==> src/rtl/noc_pkg.sv <==
`default_nettype none
// +------------------------------------------------------------------+
// | noc_pkg : shared flit layout, type codes and mesh defaults       |
// | Revision: 1.0                                                    |
// +------------------------------------------------------------------+
package noc_pkg;

    localparam int c_NUM_NODES_DEF = 9;
    localparam int c_ADDR_BITS_DEF = 4;

    localparam int         c_TYPE_HI = 31;
    localparam int         c_TYPE_LO = 30;
    localparam logic [1:0] c_FT_HEAD = 2'b01;
    localparam logic [1:0] c_FT_BODY = 2'b00;
    localparam logic [1:0] c_FT_TAIL = 2'b10;

    localparam int c_DEST_LO     = 26;
    localparam int c_DEST_W      = 4;
    localparam int c_SRC_LO      = 22;
    localparam int c_SRC_W       = 4;
    localparam int c_PKT_ID_LO   = 6;
    localparam int c_PKT_ID_W    = 16;
    localparam int c_BODY_IDX_LO = 16;
    localparam int c_BODY_IDX_W  = 4;
    localparam int c_TS_LO       = 0;
    localparam int c_TS_W        = 16;

    function automatic logic [31:0] mk_head(input logic [c_DEST_W-1:0]   dest,
                                            input logic [c_SRC_W-1:0]    src,
                                            input logic [c_PKT_ID_W-1:0] pkt_id);
        logic [31:0] f;
        f = '0;
        f[c_TYPE_HI:c_TYPE_LO]         = c_FT_HEAD;
        f[c_DEST_LO +: c_DEST_W]       = dest;
        f[c_SRC_LO +: c_SRC_W]         = src;
        f[c_PKT_ID_LO +: c_PKT_ID_W]   = pkt_id;
        return f;
    endfunction

    function automatic logic [31:0] mk_body(input logic [c_BODY_IDX_W-1:0] idx,
                                            input logic [c_TS_W-1:0]       ts);
        logic [31:0] f;
        f = '0;
        f[c_TYPE_HI:c_TYPE_LO]           = c_FT_BODY;
        f[c_BODY_IDX_LO +: c_BODY_IDX_W] = idx;
        f[c_TS_LO +: c_TS_W]             = ts;
        return f;
    endfunction

    function automatic logic [31:0] mk_tail(input logic [c_PKT_ID_W-1:0] pkt_id);
        logic [31:0] f;
        f = '0;
        f[c_TYPE_HI:c_TYPE_LO]       = c_FT_TAIL;
        f[c_PKT_ID_LO +: c_PKT_ID_W] = pkt_id;
        return f;
    endfunction

endpackage
`default_nettype wire

==> src/rtl/sync_fifo.sv <==
`default_nettype none
// +------------------------------------------------------------------+
// | sync_fifo : width/depth parameterised FIFO, no push-pop bypass   |
// | Revision: 1.0                                                    |
// +------------------------------------------------------------------+
module sync_fifo #(
    parameter int WIDTH = 8,
    parameter int DEPTH = 4
) (
    input  logic                   clk,
    input  logic                   reset,
    input  logic                   push,
    input  logic [WIDTH-1:0]       push_data,
    input  logic                   pop,
    output logic [WIDTH-1:0]       front_data,
    output logic [WIDTH-1:0]       next_data,
    output logic                   full,
    output logic                   empty,
    output logic [$clog2(DEPTH):0] count
);

    localparam int c_AW = $clog2(DEPTH);

    logic [WIDTH-1:0] r_mem [DEPTH];
    logic [c_AW:0]    r_wr_ptr;
    logic [c_AW:0]    r_rd_ptr;
    logic             w_push;
    logic             w_pop;
    logic [c_AW-1:0]  w_next_idx;

    // Full is judged on the current occupancy, so a pop never frees room for a same-edge push.
    assign w_push     = push & ~full;
    assign w_pop      = pop & ~empty;
    assign count      = r_wr_ptr - r_rd_ptr;
    assign full       = (count == (c_AW+1)'(DEPTH));
    assign empty      = (r_wr_ptr == r_rd_ptr);
    assign w_next_idx = r_rd_ptr[c_AW-1:0] + c_AW'(1);
    assign front_data = r_mem[r_rd_ptr[c_AW-1:0]];
    assign next_data  = r_mem[w_next_idx];

    always_ff @(posedge clk or posedge reset) begin
        if (reset) begin
            r_wr_ptr <= '0;
            r_rd_ptr <= '0;
        end else begin
            if (w_push) r_wr_ptr <= r_wr_ptr + (c_AW+1)'(1);
            if (w_pop)  r_rd_ptr <= r_rd_ptr + (c_AW+1)'(1);
        end
    end

    always_ff @(posedge clk) begin
        if (w_push) r_mem[r_wr_ptr[c_AW-1:0]] <= push_data;
    end

endmodule
`default_nettype wire

==> src/rtl/traffic_source.sv <==
`default_nettype none
// +------------------------------------------------------------------+
// | traffic_source : Bernoulli packet injector feeding a router port |
// | Revision: 1.0                                                    |
// +------------------------------------------------------------------+
// The random word input is named rand_val because rand is a reserved word.
module traffic_source
    import noc_pkg::*;
#(
    parameter int NODE_ID       = 0,
    parameter int NUM_NODES     = c_NUM_NODES_DEF,
    parameter int ADDR_BITS     = c_ADDR_BITS_DEF,
    parameter int RATE_THRESH   = 26,
    parameter int FLITS_PER_PKT = 4,
    parameter int QUEUE_DEPTH   = 4,
    parameter int FLIT_BITS     = 32,
    parameter int CNT_BITS      = 16
) (
    input  logic                 clk,
    input  logic                 reset,
    input  logic                 send,
    input  logic [31:0]          rand_val,
    output logic [FLIT_BITS-1:0] flit_out,
    output logic                 flit_valid,
    input  logic                 flit_ready,
    output logic [CNT_BITS-1:0]  pkts_injected,
    output logic [CNT_BITS-1:0]  pkts_dropped,
    output logic                 busy
);

    localparam int c_ENTRY_W = ADDR_BITS + 2 * CNT_BITS;
    localparam int c_QCNT_W  = $clog2(QUEUE_DEPTH) + 1;

    localparam logic [1:0] c_ST_IDLE = 2'd0;
    localparam logic [1:0] c_ST_HEAD = 2'd1;
    localparam logic [1:0] c_ST_BODY = 2'd2;
    localparam logic [1:0] c_ST_TAIL = 2'd3;

    logic [1:0]           r_state;
    logic [CNT_BITS-1:0]  r_ts;
    logic [CNT_BITS-1:0]  r_next_id;
    logic [CNT_BITS-1:0]  r_injected;
    logic [CNT_BITS-1:0]  r_dropped;
    logic [ADDR_BITS-1:0] r_dest;
    logic [CNT_BITS-1:0]  r_pkt_id;
    logic [CNT_BITS-1:0]  r_pkt_ts;
    logic [3:0]           r_idx;
    logic                 r_valid;
    logic [FLIT_BITS-1:0] r_flit;

    logic [31:0]          w_dest_mod;
    logic [ADDR_BITS-1:0] w_dest;
    logic                 w_req;
    logic                 w_xfer;
    logic                 w_pop;
    logic [c_ENTRY_W-1:0] w_entry;
    logic [c_ENTRY_W-1:0] w_front;
    logic [c_ENTRY_W-1:0] w_next;
    logic                 w_full;
    logic                 w_empty;
    logic [c_QCNT_W-1:0]  w_count;
    logic                 w_unused_rand;

    assign w_unused_rand = ^rand_val[31:16];

    assign w_req      = send & ({24'd0, rand_val[7:0]} < 32'(RATE_THRESH));
    assign w_dest_mod = {24'd0, rand_val[15:8]} % 32'(NUM_NODES);
    // A packet is never addressed to its own source; bump to the next node.
    assign w_dest     = (w_dest_mod == 32'(NODE_ID)) ? ADDR_BITS'((NODE_ID + 1) % NUM_NODES)
                                                     : ADDR_BITS'(w_dest_mod);
    assign w_entry    = {w_dest, r_next_id, r_ts};
    assign w_xfer     = r_valid & flit_ready;
    assign w_pop      = w_xfer & (r_state == c_ST_TAIL);

    sync_fifo #(
        .WIDTH (c_ENTRY_W),
        .DEPTH (QUEUE_DEPTH)
    ) u_req_q (
        .clk        (clk),
        .reset      (reset),
        .push       (w_req),
        .push_data  (w_entry),
        .pop        (w_pop),
        .front_data (w_front),
        .next_data  (w_next),
        .full       (w_full),
        .empty      (w_empty),
        .count      (w_count)
    );

    assign flit_out      = r_flit;
    assign flit_valid    = r_valid;
    assign pkts_injected = r_injected;
    assign pkts_dropped  = r_dropped;
    assign busy          = ~w_empty | (r_state != c_ST_IDLE);

    always_ff @(posedge clk or posedge reset) begin
        if (reset) begin
            r_ts       <= '0;
            r_next_id  <= '0;
            r_injected <= '0;
            r_dropped  <= '0;
        end else begin
            r_ts <= r_ts + CNT_BITS'(1);
            if (w_req && !w_full) r_next_id  <= r_next_id + CNT_BITS'(1);
            if (w_req && w_full)  r_dropped  <= r_dropped + CNT_BITS'(1);
            if (w_pop)            r_injected <= r_injected + CNT_BITS'(1);
        end
    end

    always_ff @(posedge clk or posedge reset) begin
        if (reset) begin
            r_state  <= c_ST_IDLE;
            r_dest   <= '0;
            r_pkt_id <= '0;
            r_pkt_ts <= '0;
            r_idx    <= '0;
            r_valid  <= 1'b0;
            r_flit   <= '0;
        end else begin
            case (r_state)
                c_ST_IDLE: begin
                    if (!w_empty) begin
                        r_state  <= c_ST_HEAD;
                        r_dest   <= w_front[c_ENTRY_W-1 -: ADDR_BITS];
                        r_pkt_id <= w_front[2*CNT_BITS-1:CNT_BITS];
                        r_pkt_ts <= w_front[CNT_BITS-1:0];
                    end
                end
                c_ST_HEAD: begin
                    if (!r_valid) begin
                        r_valid <= 1'b1;
                        r_flit  <= FLIT_BITS'(mk_head(c_DEST_W'(r_dest), c_SRC_W'(NODE_ID),
                                                      c_PKT_ID_W'(r_pkt_id)));
                    end else if (w_xfer) begin
                        r_idx <= 4'd1;
                        if (FLITS_PER_PKT == 2) begin
                            r_state <= c_ST_TAIL;
                            r_flit  <= FLIT_BITS'(mk_tail(c_PKT_ID_W'(r_pkt_id)));
                        end else begin
                            r_state <= c_ST_BODY;
                            r_flit  <= FLIT_BITS'(mk_body(4'd1, c_TS_W'(r_pkt_ts)));
                        end
                    end
                end
                c_ST_BODY: begin
                    if (w_xfer) begin
                        if (r_idx == 4'(FLITS_PER_PKT - 2)) begin
                            r_state <= c_ST_TAIL;
                            r_flit  <= FLIT_BITS'(mk_tail(c_PKT_ID_W'(r_pkt_id)));
                        end else begin
                            r_idx  <= r_idx + 4'd1;
                            r_flit <= FLIT_BITS'(mk_body(r_idx + 4'd1, c_TS_W'(r_pkt_ts)));
                        end
                    end
                end
                c_ST_TAIL: begin
                    if (w_xfer) begin
                        // The front entry pops now; if another waits behind it, start it with no bubble.
                        if (w_count > c_QCNT_W'(1)) begin
                            r_state  <= c_ST_HEAD;
                            r_dest   <= w_next[c_ENTRY_W-1 -: ADDR_BITS];
                            r_pkt_id <= w_next[2*CNT_BITS-1:CNT_BITS];
                            r_pkt_ts <= w_next[CNT_BITS-1:0];
                            r_flit   <= FLIT_BITS'(mk_head(c_DEST_W'(w_next[c_ENTRY_W-1 -: ADDR_BITS]),
                                                           c_SRC_W'(NODE_ID),
                                                           c_PKT_ID_W'(w_next[2*CNT_BITS-1:CNT_BITS])));
                        end else begin
                            r_state <= c_ST_IDLE;
                            r_valid <= 1'b0;
                            r_flit  <= '0;
                        end
                    end
                end
                default: begin
                    r_state <= c_ST_IDLE;
                    r_valid <= 1'b0;
                end
            endcase
        end
    end

endmodule
`default_nettype wire

==> config.mk <==
export PLATFORM = sky130hd
export DESIGN_NAME = traffic_source
export DESIGN_NICKNAME = d
export VERILOG_FILES = /design/src/rtl/noc_pkg.sv /design/src/rtl/sync_fifo.sv /design/src/rtl/traffic_source.sv
export SDC_FILE = /design/constraint.sdc
export NUM_CORES = 1
export LEC_CHECK = 0
export BUFFER_PORTS_ARGS = -buffer_cell sky130_fd_sc_hd__buf_2
export CORE_MARGIN = 5
export CORE_UTILIZATION = 66
export CTS_CLUSTER_DIAMETER = 40
export DETAILED_ROUTE_END_ITERATION = 6
export GPL_TIMING_DRIVEN = 1
export MAX_ROUTING_LAYER = met4
export PLACE_DENSITY = 0.9
export SKIP_LAST_GASP = 1
export SLEW_MARGIN = 20
export SYNTH_ARGS = -nofsm -noshare
export SYNTH_HDL_FRONTEND = slang
export SYNTH_SLANG_ARGS = --single-unit
==> constraint.sdc <==
create_clock -name clk -period 8.1 [get_ports clk]
set_clock_uncertainty 0.15 [all_clocks]
set_input_delay 0.81 -clock clk [delete_from_list [all_inputs] [get_ports clk]]
set_output_delay 0.81 -clock clk [all_outputs]
set_load 0.05 [all_outputs]
==> results of run 1 <==
==> worst paths after layout <==
path                                            startpoint                             end  slack, ps  depth (start not counted)
hold / removal               pkts_injected[15]$_DFFE_PP0P_   pkts_injected[15]$_DFFE_PP0P_        310                          1
setup reg to reg           u_req_q.r_rd_ptr[1]$_DFFE_PP0P_       r_next_id[14]$_DFFE_PP0P_       4420                         11
min in group asynchronous                            reset    pkts_dropped[15]$_DFFE_PP0P_        330                          2
setup / recovery                              rand_val[13]  u_req_q.r_mem[1][32]$_DFFE_PP_       1550                         22
hold reg to reg              pkts_injected[15]$_DFFE_PP0P_   pkts_injected[15]$_DFFE_PP0P_        310                          1
max in group asynchronous                            reset         flit_out[4]$_DFFE_PP0P_       6290                          3
==> power groups by stage <==
stage               Clock, mW  Sequential, mW  Combinational [mW]
CTS                      1.61            1.95                2.41
detailed placement          0            1.97                2.35
global placement            0            1.95                2.25
finish                   1.59            1.96                2.43
floorplan                   0            2.12                1.54
global route             1.67            1.98                2.63
==> through the flow <==
step | cells | worst slack [ps] | utilization (%) | instance area [um2]
finish | 1500 | 1548 | 74.88 | 16190
floorplan | 1115 | 2212 | - | 14340
detailed placement | 1434 | 1246 | 69.21 | 14960
CTS | 1500 | 1723 | 74.87 | 16190
global placement | 1434 | 1410 | 69.21 | 14960
global route | 1500 | 1025 | 74.88 | 16190
==> layer usage <==
metal / track usage, % / up-vias / wire length [um]
met2: 47.75 / 535 / 17200
met1: 37.84 / 5066 / 13480
li1: - / 4413 / -
met4: 9.340 / 0 / 792
met5: - / - / 0
met3: 4.784 / 81 / 2720
==> flip-flops by register name, summed over array words and instances (netlist names) <==
signal and cells:
r_pkt_ts 16, u_req_q.r_wr_ptr 3, r_pkt_id 16, u_req_q.r_rd_ptr 3, r_dest 4, flit_out 28, r_state 2, r_next_id 16
flit_valid 1, u_req_q.r_mem 144, pkts_dropped 16, r_ts 16, r_idx 4, pkts_injected 16
==> synth_stat cells (5+ instances only) <==
cell / number / area (um2)
nor4_1: 6 / 37.54
o31ai_1: 8 / 60.06
nand3_1: 30 / 150.1
buf_1: 8 / 30.03
dfrtp_1: 141 / 3528
o21ai_1: 6 / 30.03
o21ai_0: 63 / 315.3
a32oi_1: 5 / 43.79
nand2b_1: 7 / 43.79
o31a_1: 5 / 43.79
a21o_1: 8 / 60.06
a22oi_1: 5 / 37.54
a21oi_1: 38 / 190.2
nor3_1: 13 / 65.06
ha_1: 25 / 312.8
edfxtp_1: 144 / 4324
buf_4: 5 / 37.54
mux2i_1: 30 / 300.3
xnor2_1: 59 / 516.8
nand4_1: 14 / 87.58
nand2_1: 119 / 446.7
and2_1: 19 / 118.9
clkbuf_1: 35 / 131.4
nor2_1: 59 / 221.5
and3_1: 12 / 75.07
inv_1: 23 / 86.33
o21a_1: 10 / 75.07
a221oi_1: 12 / 105.1
mux4_2: 72 / 1622
o211ai_1: 7 / 52.55
xor2_1: 21 / 183.9
a22o_1: 10 / 87.58
==> layout make-up <==
class	instances	area share [%]
well taps	280	2.164
inverters	24	0.5873
repair buffers	91	2.983
clock inverters	17	0.9815
clock buffers	49	6.577
flip-flops and latches	285	48.53
multi-input cells	754	38.18
==> cells in the final DEF (no fill, tap or decap), drive strengths merged, types with 14 or more instances in the layout <==
cell / count
a21oi: 38
and2: 19
buf: 91
clkbuf: 49
dfrtp: 141
edfxtp: 144
ha: 25
inv: 32
mux2i: 30
mux4: 72
nand2: 119
nand3: 30
nand4: 14
nor2: 59
nor3: 14
o21ai: 70
xnor2: 59
xor2: 21
==> cells by family after synthesis <==
group	synth area share, %
xor gates and xnor gates	4.889
and+or+nand+nor	10.18
muxes	13.64
adders and majority gates	2.322
buffers and inverters	2.200
DFF	54.79
other	0.02616
AOI/OAI and AO/OA	11.95
==> worst max-delay path, stage by stage <==
cell       delay, ps
buf_2            240
inv_1            130
ha_1             330
o31ai_4          430
a2bb2oi_4        320
o221ai_1         300
nor4_2           480
or2_2            240
inv_1             70
ha_1             210
o2111ai_1        180
o211a_1          250
o21ai_2          150
nor2_1           410
xnor2_1          270
ha_1             290
o21ai_1          160
a21bo_1          230
a2111oi_2        290
o2111ai_1        230
nor4b_2          320
a2bb2oi_1        310
==> key figures, run 1 <==
Pwr
  – P_sw: 2.373 mW
  – Internal power: 3.610 mW
  – Combinational share of power: about two fifths
  – Switching share of total power: 39.66%
  – Clock Power Share: a little over a quarter
  – Peak VDD IR: 240.6 uV
  – Sequential share of power: between 30% and 40%
  – P per Cell Area: ~370 mW/mm2
  – Cell leakage power: 6.597 nW
  – Power, Total: about 6.0 mW

Worst setup path
  – Critical path class: in2reg
  – Worst path required time: around 8200 ps
  – Crit path capture type: flop
  – Worst-path fanout max: 13
  – Crit start category: primary input
  – CP Data Arrival Time: roughly 6700 ps

Timing
  – Slew Viols, Final: 0
  – Fmax achieved: 152.6 MHz
  – Setup TNS: 0 ps
  – Max-slew headroom: 26.30%
  – Period utilization: about four fifths
  – Final setup violation count: 0
  – Slew @ Worst Pin: approximately 1100 ps
  – RSZ-0062 raised after global routing: no
  – Final Hold Fails: 0
  – Min cycle time layout: between 6000 and 7000 ps
  – Fin Hold WS: ~310 ps

Final layout
  – Area delta synth->final: 12.96%
  – # nets final: approximately 1300
  – Filler Cells Inserted: roughly 1300
  – Storage element area: roughly 0.008 mm2
  – Antenna Cells: 0
  – Area of the multi-input gates: about 0.006 mm2
  – Ratio of cells with drive above 1 in the final layout: approximately a fifth

Drt
  – Final Routed Wirelength: 34200 um
  – Via count: 10100
  – Drt drc: 0
  – Vias per cell: 6.730
  – DR WL/cell: around 23 um
  – Starting DRT DRC Count: ~1000
  – Final ANT Viol Nets: 0
  – Drt first pass iters: 5

Synth
  – Ys async rst share: 49.47%
  – Primary FF master, synth: edfxtp_1
  – Yosys reg bits: 285
  – Number of flops mapped to enable cells by yosys: approximately 140
  – Ys Warns: 0
  – Synth Instances: roughly 1100
  – Avg Cell Area, Syn: 12.89 um2
  – Distinct cells, synth: 91
  – Post-synthesis sequential area ratio: a little over half
  – Synthesized area: between 0.01 and 0.015 mm2

Placed design
  – Port bufs: 80
  – RD Place Congestion: just over 0.9
  – DP HPWL: 21150 um

Run
  – Max-cap violations: 0

Floorplan
  – Starting Density: around 66%
  – I/O pin cnt: about 100
  – Row cnt: 54
  – Die height: 157.4 um
  – Die area: around 0.025 mm2
  – Core footprint: about 0.022 mm2
  – Die W: between 150 and 200 um

Run status
  – Status: completed

CTS
  – Cts bufs inserted: 36
  – Worst-path clk slew: about 60 ps
  – CTS Root Buffer Type: clkbuf_16
  – CTS tree: yes
  – CTS H-tree lvls: 2
  – Cts repair resizes: 0
  – Clk buf depth: 3
  – Setup Fix Bufs, Post-CTS: 0
  – # hold bufs at CTS: 0
  – Clk_lat worst skew: about 520 ps
  – Clock sinks: about 290

Global route
  – Largest net degree at the start of global routing: between 90 and 100
  – GR Util All Layers: 29.14%
  – Total gr overflow: 0
  – Initial antenna violation count: 0
  – First-pass GRT wire length: 55230 um
  – Vias in the first global route: roughly 10000

Worst hold path
  – Worst hold path class: reg2reg
(Power assumes the default switching activity.)
==> run 2, diff against run 1 <==
CORE_UTILIZATION = 61   (was 66)
PLACE_DENSITY = 0.84   (was 0.9)
clock period = 6.58 ns   (was 8.1 ns; I/O delays follow)
==> key figures, run 2 (same netlist as run 1, synthesis figures left out) <==
CTS
  – CTS Root Buffer Type: clkbuf_16
  – Clk_lat worst skew: between 500 and 600 ps
  – Cts repair resizes: 0
  – CTS tree: yes
  – Cts bufs inserted: 36
  – Worst-path clk slew: roughly 60 ps
  – # hold bufs at CTS: 0
  – Setup Fix Bufs, Post-CTS: 0
  – CTS H-tree lvls: 2
  – Clk buf depth: 3
  – Clock sinks: 285

Timing
  – Period utilization: roughly 90%
  – Slew Viols, Final: 0
  – Final Hold Fails: 0
  – Min cycle time layout: approximately 5900 ps
  – Final setup violation count: 0
  – RSZ-0062 raised after global routing: no
  – Setup TNS: 0 ps
  – Max-slew headroom: between 20% and 30%
  – Slew @ Worst Pin: 1067 ps
  – Fmax achieved: ~170 MHz

Drt
  – Starting DRT DRC Count: about 930
  – Via count: roughly 9900
  – Drt drc: 0
  – Final ANT Viol Nets: 0
  – Vias per cell: approximately 6.4
  – DR WL/cell: around 21 um
  – Final Routed Wirelength: 32510 um
  – Drt first pass iters: 5

Global route
  – Initial antenna violation count: 0
  – Total gr overflow: 0
  – Largest net degree at the start of global routing: 79
  – First-pass GRT wire length: approximately 53000 um
  – GR Util All Layers: between 20 and 30%
  – Vias in the first global route: ~10000

Final layout
  – Area delta synth->final: 14.00%
  – Filler Cells Inserted: 1560
  – Commonest non-fill, non-tap cell in the layout: edfxtp_1
  – # nets final: 1258
  – Ratio of cells with drive above 1 in the final layout: 21.65%
  – Most frequent cells in the layout: 144 x edfxtp_1, 139 x dfrtp_1, 119 x nand2_1
  – Antenna Cells: 0
  – Core Util, Final: approximately 70%
  – Max reg flops: approximately 140

Worst setup path
  – Crit start category: primary input
  – Worst path required time: 6710 ps
  – CP Data Arrival Time: approximately 6100 ps
  – Crit path capture type: flop
  – Critical path class: in2reg
  – Worst-path fanout max: 13

Pwr
  – P per Cell Area: ~450 mW/mm2
  – Clock Power Share: between 20% and 30%
  – Internal power: about 4.6 mW
  – Combinational share of power: 39.9%
  – Switching share of total power: about two fifths
  – Cell leakage power: between 6 and 7 nW
  – Sequential share of power: 32.3%
  – Peak VDD IR: roughly 320 uV
  – P_sw: between 2 and 3 mW
  – Power, Total: around 7.4 mW

Floorplan
  – Die area: about 0.027 mm2
  – Row cnt: 56
  – Starting Density: between 60 and 70%
  – Die W: between 150 and 200 um
  – Core footprint: 0.02333 mm2
  – Die height: around 160 um
  – I/O pin cnt: 102

Placed design
  – DP HPWL: 20280 um
  – Port bufs: 80
  – RD Place Congestion: 0.8777

Run
  – Max-cap violations: 0

Worst hold path
  – Worst hold path class: in2async

Run status
  – Status: completed
[run 2: per-stage QoR]
stage               setup WS [ps]  area, um2  hold slack [ps]  std cells
global route                212.6      16340            183.2       1543
detailed placement          274.7      15050            311.6       1477
global placement            384.0      15050            305.1       1477
finish                      655.9      16340            119.3       1543
floorplan                   843.8      14340            298.8       1115
CTS                         775.9      16340            148.9       1543
[run 2: layer usage]
layer	up-vias	global-route usage [%]	part of all wire [%]
met5	-	-	0
li1	4422	-	-
met3	63	4.340	7.8
met1	4978	34.55	41
met4	0	7.053	2.0
met2	468	41.55	49
[run 2: final cells by class]
class / count / area [um2] / share of cell area [%]
tap: 319 / 399.1 / 2.443
sequential: 285 / 7858 / 48.09
clock inverter: 21 / 262.8 / 1.608
timing repair buffer: 95 / 513.0 / 3.140
multi-input combinational: 754 / 6183 / 37.84
inverter: 24 / 95.09 / 0.5820
clock buffer: 45 / 1028 / 6.295
[run 2: critical path, cell delays in order]
cell	delay, ps
buf_2	240
inv_1	130
ha_1	330
or3_1	380
a22o_1	310
o221a_2	380
a31oi_4	330
or2_2	240
inv_1	70
ha_1	200
o2111ai_1	180
o211a_1	240
o21ai_2	70
nor2_1	320
xnor2_1	210
ha_1	230
o21ai_1	150
a21bo_1	230
a2111oi_2	300
o2111ai_1	220
nor4b_2	300
a2bb2oi_1	320
[run 2: power by group through the flow]
stage | Sequential (mW) | Combinational, mW | Clock [mW]
floorplan | 2.61 | 1.90 | 0
global placement | 2.39 | 2.79 | 0
detailed placement | 2.41 | 2.89 | 0
CTS | 2.38 | 2.95 | 2.08
global route | 2.42 | 3.23 | 2.16
finish | 2.39 | 2.96 | 2.06
[run 2: worst paths after layout]
check	from	end	slack [ps]	cells after the start
worst max-delay path	rand_val[13]	u_req_q.r_mem[1][32]$_DFFE_PP_	660	22
worst min-delay path	reset	pkts_dropped[14]$_DFFE_PP0P_	120	2
worst max register to register	u_req_q.r_rd_ptr[1]$_DFFE_PP0P_	u_req_q.r_mem[0][32]$_DFFE_PP_	2780	6
worst min register to register	flit_out[18]$_DFFE_PP0P_	flit_out[18]$_DFFE_PP0P_	320	2
max in group asynchronous	reset	u_req_q.r_rd_ptr[0]$_DFFE_PP0P_	4790	3
min in group clk	flit_ready	flit_valid$_DFFE_PP0P_	270	2
